## src/rtl/mem_arbiter.sv

```systemverilog
// Two-requester arbiter in front of the single-port memory: one transaction in flight,
// payload held through the write-commit cycle. Define MEM_ARBITER_ROUND_ROBIN_EN for round-robin grant.
module mem_arbiter #(
  parameter int DATA_WIDTH = 64,
  parameter int ADDR_WIDTH = 16
) (
  input  logic                    clk,
  input  logic                    rst,

  input  logic                    i_valid,
  output logic                    i_ready,
  input  logic                    i_wen,
  input  logic [ADDR_WIDTH-1:0]   i_addr,
  input  logic [DATA_WIDTH-1:0]   i_wdata,
  input  logic [DATA_WIDTH/8-1:0] i_wmask,
  output logic                    i_rvalid,
  output logic [DATA_WIDTH-1:0]   i_rdata,

  input  logic                    d_valid,
  output logic                    d_ready,
  input  logic                    d_wen,
  input  logic [ADDR_WIDTH-1:0]   d_addr,
  input  logic [DATA_WIDTH-1:0]   d_wdata,
  input  logic [DATA_WIDTH/8-1:0] d_wmask,
  output logic                    d_rvalid,
  output logic [DATA_WIDTH-1:0]   d_rdata,

  input  logic                    mem_ready,
  output logic                    mem_valid,
  output logic                    mem_wen,
  output logic [ADDR_WIDTH-1:0]   mem_addr,
  output logic [DATA_WIDTH-1:0]   mem_wdata,
  output logic [DATA_WIDTH/8-1:0] mem_wmask,
  input  logic                    mem_rvalid,
  input  logic [DATA_WIDTH-1:0]   mem_rdata
);

  localparam int MASK_WIDTH = DATA_WIDTH / 8;

  typedef enum logic {
    OWN_I = 1'b0,
    OWN_D = 1'b1
  } owner_e;

  logic                  busy;
  owner_e                owner;
  owner_e                grant;
  logic                  can_issue;
  logic                  issue;

  logic                  lat_wen;
  logic [ADDR_WIDTH-1:0] lat_addr;
  logic [DATA_WIDTH-1:0] lat_wdata;
  logic [MASK_WIDTH-1:0] lat_wmask;

  logic                  req_wen;
  logic [ADDR_WIDTH-1:0] req_addr;
  logic [DATA_WIDTH-1:0] req_wdata;
  logic [MASK_WIDTH-1:0] req_wmask;

  // A returning response frees the slot in the same cycle, so reads can run back-to-back.
  assign can_issue = mem_ready && (!busy || mem_rvalid);
  assign issue     = can_issue && (i_valid || d_valid);

`ifdef MEM_ARBITER_ROUND_ROBIN_EN
  owner_e last;

  always_comb begin
    grant = OWN_I;
    if (i_valid && d_valid) grant = (last == OWN_I) ? OWN_D : OWN_I;
    else if (d_valid)       grant = OWN_D;
  end

  always_ff @(posedge clk or negedge rst) begin
    if (!rst)       last <= OWN_I;
    else if (issue) last <= grant;
  end
`else
  assign grant = d_valid ? OWN_D : OWN_I;
`endif

  assign i_ready   = can_issue && i_valid && (grant == OWN_I);
  assign d_ready   = can_issue && d_valid && (grant == OWN_D);
  assign mem_valid = issue;

  always_comb begin
    // NOTE: every output of a combinational block gets a default first; a path that
    // leaves one unassigned would infer a latch.
    req_wen   = i_wen;
    req_addr  = i_addr;
    req_wdata = i_wdata;
    req_wmask = i_wmask;
    if (grant == OWN_D) begin
      req_wen   = d_wen;
      req_addr  = d_addr;
      req_wdata = d_wdata;
      req_wmask = d_wmask;
    end
  end

  // Outside the issue cycle the memory sees the latched payload, which is what it
  // commits during the second cycle of a write.
  always_comb begin
    mem_wen   = lat_wen;
    mem_addr  = lat_addr;
    mem_wdata = lat_wdata;
    mem_wmask = lat_wmask;
    if (issue) begin
      mem_wen   = req_wen;
      mem_addr  = req_addr;
      mem_wdata = req_wdata;
      mem_wmask = req_wmask;
    end
  end

  always_ff @(posedge clk or negedge rst) begin
    // NOTE: state registers use non-blocking assignments so every flop samples
    // pre-edge values regardless of statement order.
    if (!rst) begin
      busy      <= 1'b0;
      owner     <= OWN_I;
      lat_wen   <= 1'b0;
      lat_addr  <= '0;
      lat_wdata <= '0;
      lat_wmask <= '0;
    end else if (issue) begin
      busy      <= 1'b1;
      owner     <= grant;
      lat_wen   <= req_wen;
      lat_addr  <= req_addr;
      lat_wdata <= req_wdata;
      lat_wmask <= req_wmask;
    end else if (mem_rvalid) begin
      busy      <= 1'b0;
    end
  end

  // Responses arriving while idle (including after a reset) are dropped.
  assign i_rvalid = mem_rvalid && busy && (owner == OWN_I);
  assign d_rvalid = mem_rvalid && busy && (owner == OWN_D);
  assign i_rdata  = (busy && owner == OWN_I) ? mem_rdata : '0;
  assign d_rdata  = (busy && owner == OWN_D) ? mem_rdata : '0;

endmodule
```

## config.mk

```make
export PLATFORM = sky130hd
export DESIGN_NAME = mem_arbiter
export DESIGN_NICKNAME = d
export VERILOG_FILES = /design/src/rtl/mem_arbiter.sv
export SDC_FILE = /design/constraint.sdc
export NUM_CORES = 1
export LEC_CHECK = 0
export CORE_AREA = 3 3 183 185
export DETAILED_ROUTE_END_ITERATION = 16
export DIE_AREA = 0 0 186 188
export PLACE_DENSITY = 0.5
export SYNTH_ARGS = -nofsm -noshare
export SYNTH_HDL_FRONTEND = slang
export SYNTH_SLANG_ARGS = --single-unit
```

## constraint.sdc

```tcl
create_clock -name clk -period 2 [get_ports clk]
set_input_delay 0.3 -clock clk [delete_from_list [all_inputs] [get_ports clk]]
set_output_delay 0.3 -clock clk [all_outputs]
set_load 0.02 [all_outputs]
```

==> flow_summary.ini <==
[outcome]
outcome = finished with violations
violations = negative setup slack

[route]
drt_iter0_markers = 153
drc = 0
detail_route.wl_per_cell_um = 19.70
drt-vias-per-instance = 3.984
dr.pass1.iters = 4
routed_wl_mm = 27.77
ant_nets = 0
vias = 5618

[logic_synthesis]
synth-seq-cells = 91
async_flop_share_pct = 100.0
yosysTopAreaCellShare_pct = 42.98
yosys.area.top_type = mux2_4
netlist_top_cells_count = 176 x mux2_4, 91 x dfrtp_1, 66 x and3_1
syn_nets = 697
syn_inst = 449
synth-edff-count = 0
ys_types = 17
syn_area_um2 = 6148
synth_area_leaders = mux2_4 43%, dfrtp_1 37%, and3_1 6.7%
synthMostInstantiatedCell = mux2_4
yosysSeqAreaShare_pct = 37.04
syn_area_per_cell_um2 = 13.69
synth_warnings = 0
ys.flop_type = dfrtp_1

[cells_and_area]
layout-drive-gt1-share_pct = 51.60
num_antenna_cells = 0
layout.nets = 1245
area.growth.synth_to_final_pct = 108.7
final.fill_count = 3177

[cts]
clk_path_buf_depth = 2
cts_tree = done
clk_latency_ps = 360
clk_pin_slew_worst_paths_ps = 70
numCtsBuffers = 9
htree_levels = 3
cts_root_buf = clkbuf_16
cts_sinks = 91

[placement]
gp_congestion = 0.8710
place_hpwl_mm = 20.38
pre_cts_ws_ps = -683.6
io_buffer_count = 469

[floorplan]
num_rows = 66
ioPinCount = 470
die_h_um = 188
die_area_um2 = 34970
core-area_um2 = 32210
initial_core_util_pct = 19.09
die_w_um = 186

[worst_setup_path]
cp.arrival_ps = 1990
startpoint_type = flip-flop
required_ps = 1700
r2r_cells = 10
startpoint = busy
path_class = reg2out
reg2reg_slack_ps = 150
cp_max_fo = 5
crit_path_end = mem_wmask[2]
regToRegStartpoint = busy
r2r_end = lat_wmask[2]
cp-end-kind = output port

[sta]
setup_viol = 141
max_freq_mhz = 436.3
period_share_pct = 114.6
rsz0062_at_grt = true
setup_slack_ps = -292.3
fin_crit_ps = 2292
finClkSkew_ps = 7.096
worstMarginPinSlew_ps = 325.8
final-max-slew-violation-count = 0
hold_viol = 0
hold_ws_ps = 354.4
relSlewSlack_pct = 78.28

[global_routing]
grt_pass1_vias = 6017
grt-ovfl-total = 0
grt_max_degree = 55
antenna_found_initial = 2
grt_pass1_wl_mm = 39.50
grt_usage_pct = 15.06

[pwr]
peakVddDrop_uv = 383.6
p_per_area_nw_per_um2 = 699.5
power_leakage_nw = 6.850

[job]
maxCapViolations = 0

[min_path]
hold_path.class = in2async
[layout by cell type, fill, tap and decap left out, drive strengths merged]
cell type	count
clkinv	2
buf	288
dfrtp	91
nand2	1
nand2b	1
clkdlybuf4s15	4
mux2	178
nor2	1
o211ai	1
dlygate4sd2	3
nor2b	1
bufinv	1
clkbuf	15
clkdlybuf4s50	242
and3	66
inv	2
dlygate4sd3	1
dlymetal6s2s	36
and2	65
nand3	1
a21o	1
clkinvlp	1
[logic make-up (layout without fill, tap and decap cells)]
family                 after synthesis  in the layout  synth area share [%]
multiplexers                       178            178                 43.35
AO/OA/AOI/OAI                        2              2                0.3256
buffers and inverters               42            595                 5.515
flip-flops                          91             91                 37.04
AND/OR/NAND/NOR                    136            136                 13.78
[power by group]
group / switching [mW] / internal [mW] / total [mW]
sequential: 0.120 / 2.21 / 2.33
clock: 0.813 / 1.04 / 1.86
combinational: 2.03 / 2.76 / 4.78
total: 2.96 / 6.02 / 8.97
[layout make-up]
cell class                 instances  area [um^2]  share of cell area [%]
multi-input combinational        316         3615                   28.17
clock inverter                     5        60.06                  0.4681
clock buffer                      11        252.7                   1.970
tap                              408        510.5                   3.979
inverter                           1        3.754                 0.02926
sequential                        91         2277                   17.75
timing repair buffer             578         6111                   47.63
[how the worst min path moves through the flow]
stage / from / to / slack (ps) / cells past startpoint
floorplan: rst / busy / 4 / 0
detailed placement: rst / lat_wdata[23] / 190 / 1
finish: rst / lat_wdata[35] / 350 / 2
global route: rst / lat_wdata[35] / 370 / 2
global placement: rst / lat_wdata[23] / 190 / 1
CTS: rst / lat_wdata[39] / 340 / 2
[routing by layer]
layer  global-route usage [%]  part of all wire (%)
met1                    19.05                    42
met4                    3.896                   1.8
met3                    3.783                   6.9
met2                    25.52                    49
met5                        0                 0.083
[worst max-delay path, cell delays in order (launching register included)]
cell	delay (ps)
dfrtp_1	410
nand2b_4	100
o211ai_4	90
buf_6	140
buf_12	130
buf_12	120
buf_6	110
buf_6	110
mux2_4	300
buf_6	130
[metrics by stage]
stage          cell area, um^2  instances  utilization (%)  setup TNS [ps]  power, mW
5_1_grt                  12830       1410            39.84          -35850      9.426
3_3_place_gp             11530       1329            35.80          -54290      6.610
3_5_place_dp             11530       1329            35.80          -55760      6.606
2_1_floorplan             6148        449                -               0      4.493
6_report                 12830       1410            39.84          -24480      8.974
4_1_cts                  12770       1401            39.67          -38850      9.008
[flip-flops by register name, indices dropped and copies added, names as in the netlist]
| name | cells |
|---|---|
| lat_wdata | 64 |
| lat_addr | 16 |
| lat_wmask | 8 |
| busy | 1 |
| lat_wen | 1 |
| owner | 1 |
[what timing repair did]
| item | 4_1_cts | 5_1_grt |
|---|---|---|
| hold endpoints to repair | 15 | 0 |
| endpoints found under the setup margin | 220 | 221 |
| resized for setup | 972 | 186 |
| pin swaps | 1 | 0 |
| buffers inserted | 44 | 20 |
| gates cloned | 11 | 1 |
| hold buffers | 1 | 0 |
No activity file was read; power rests on OpenSTA's default activity.
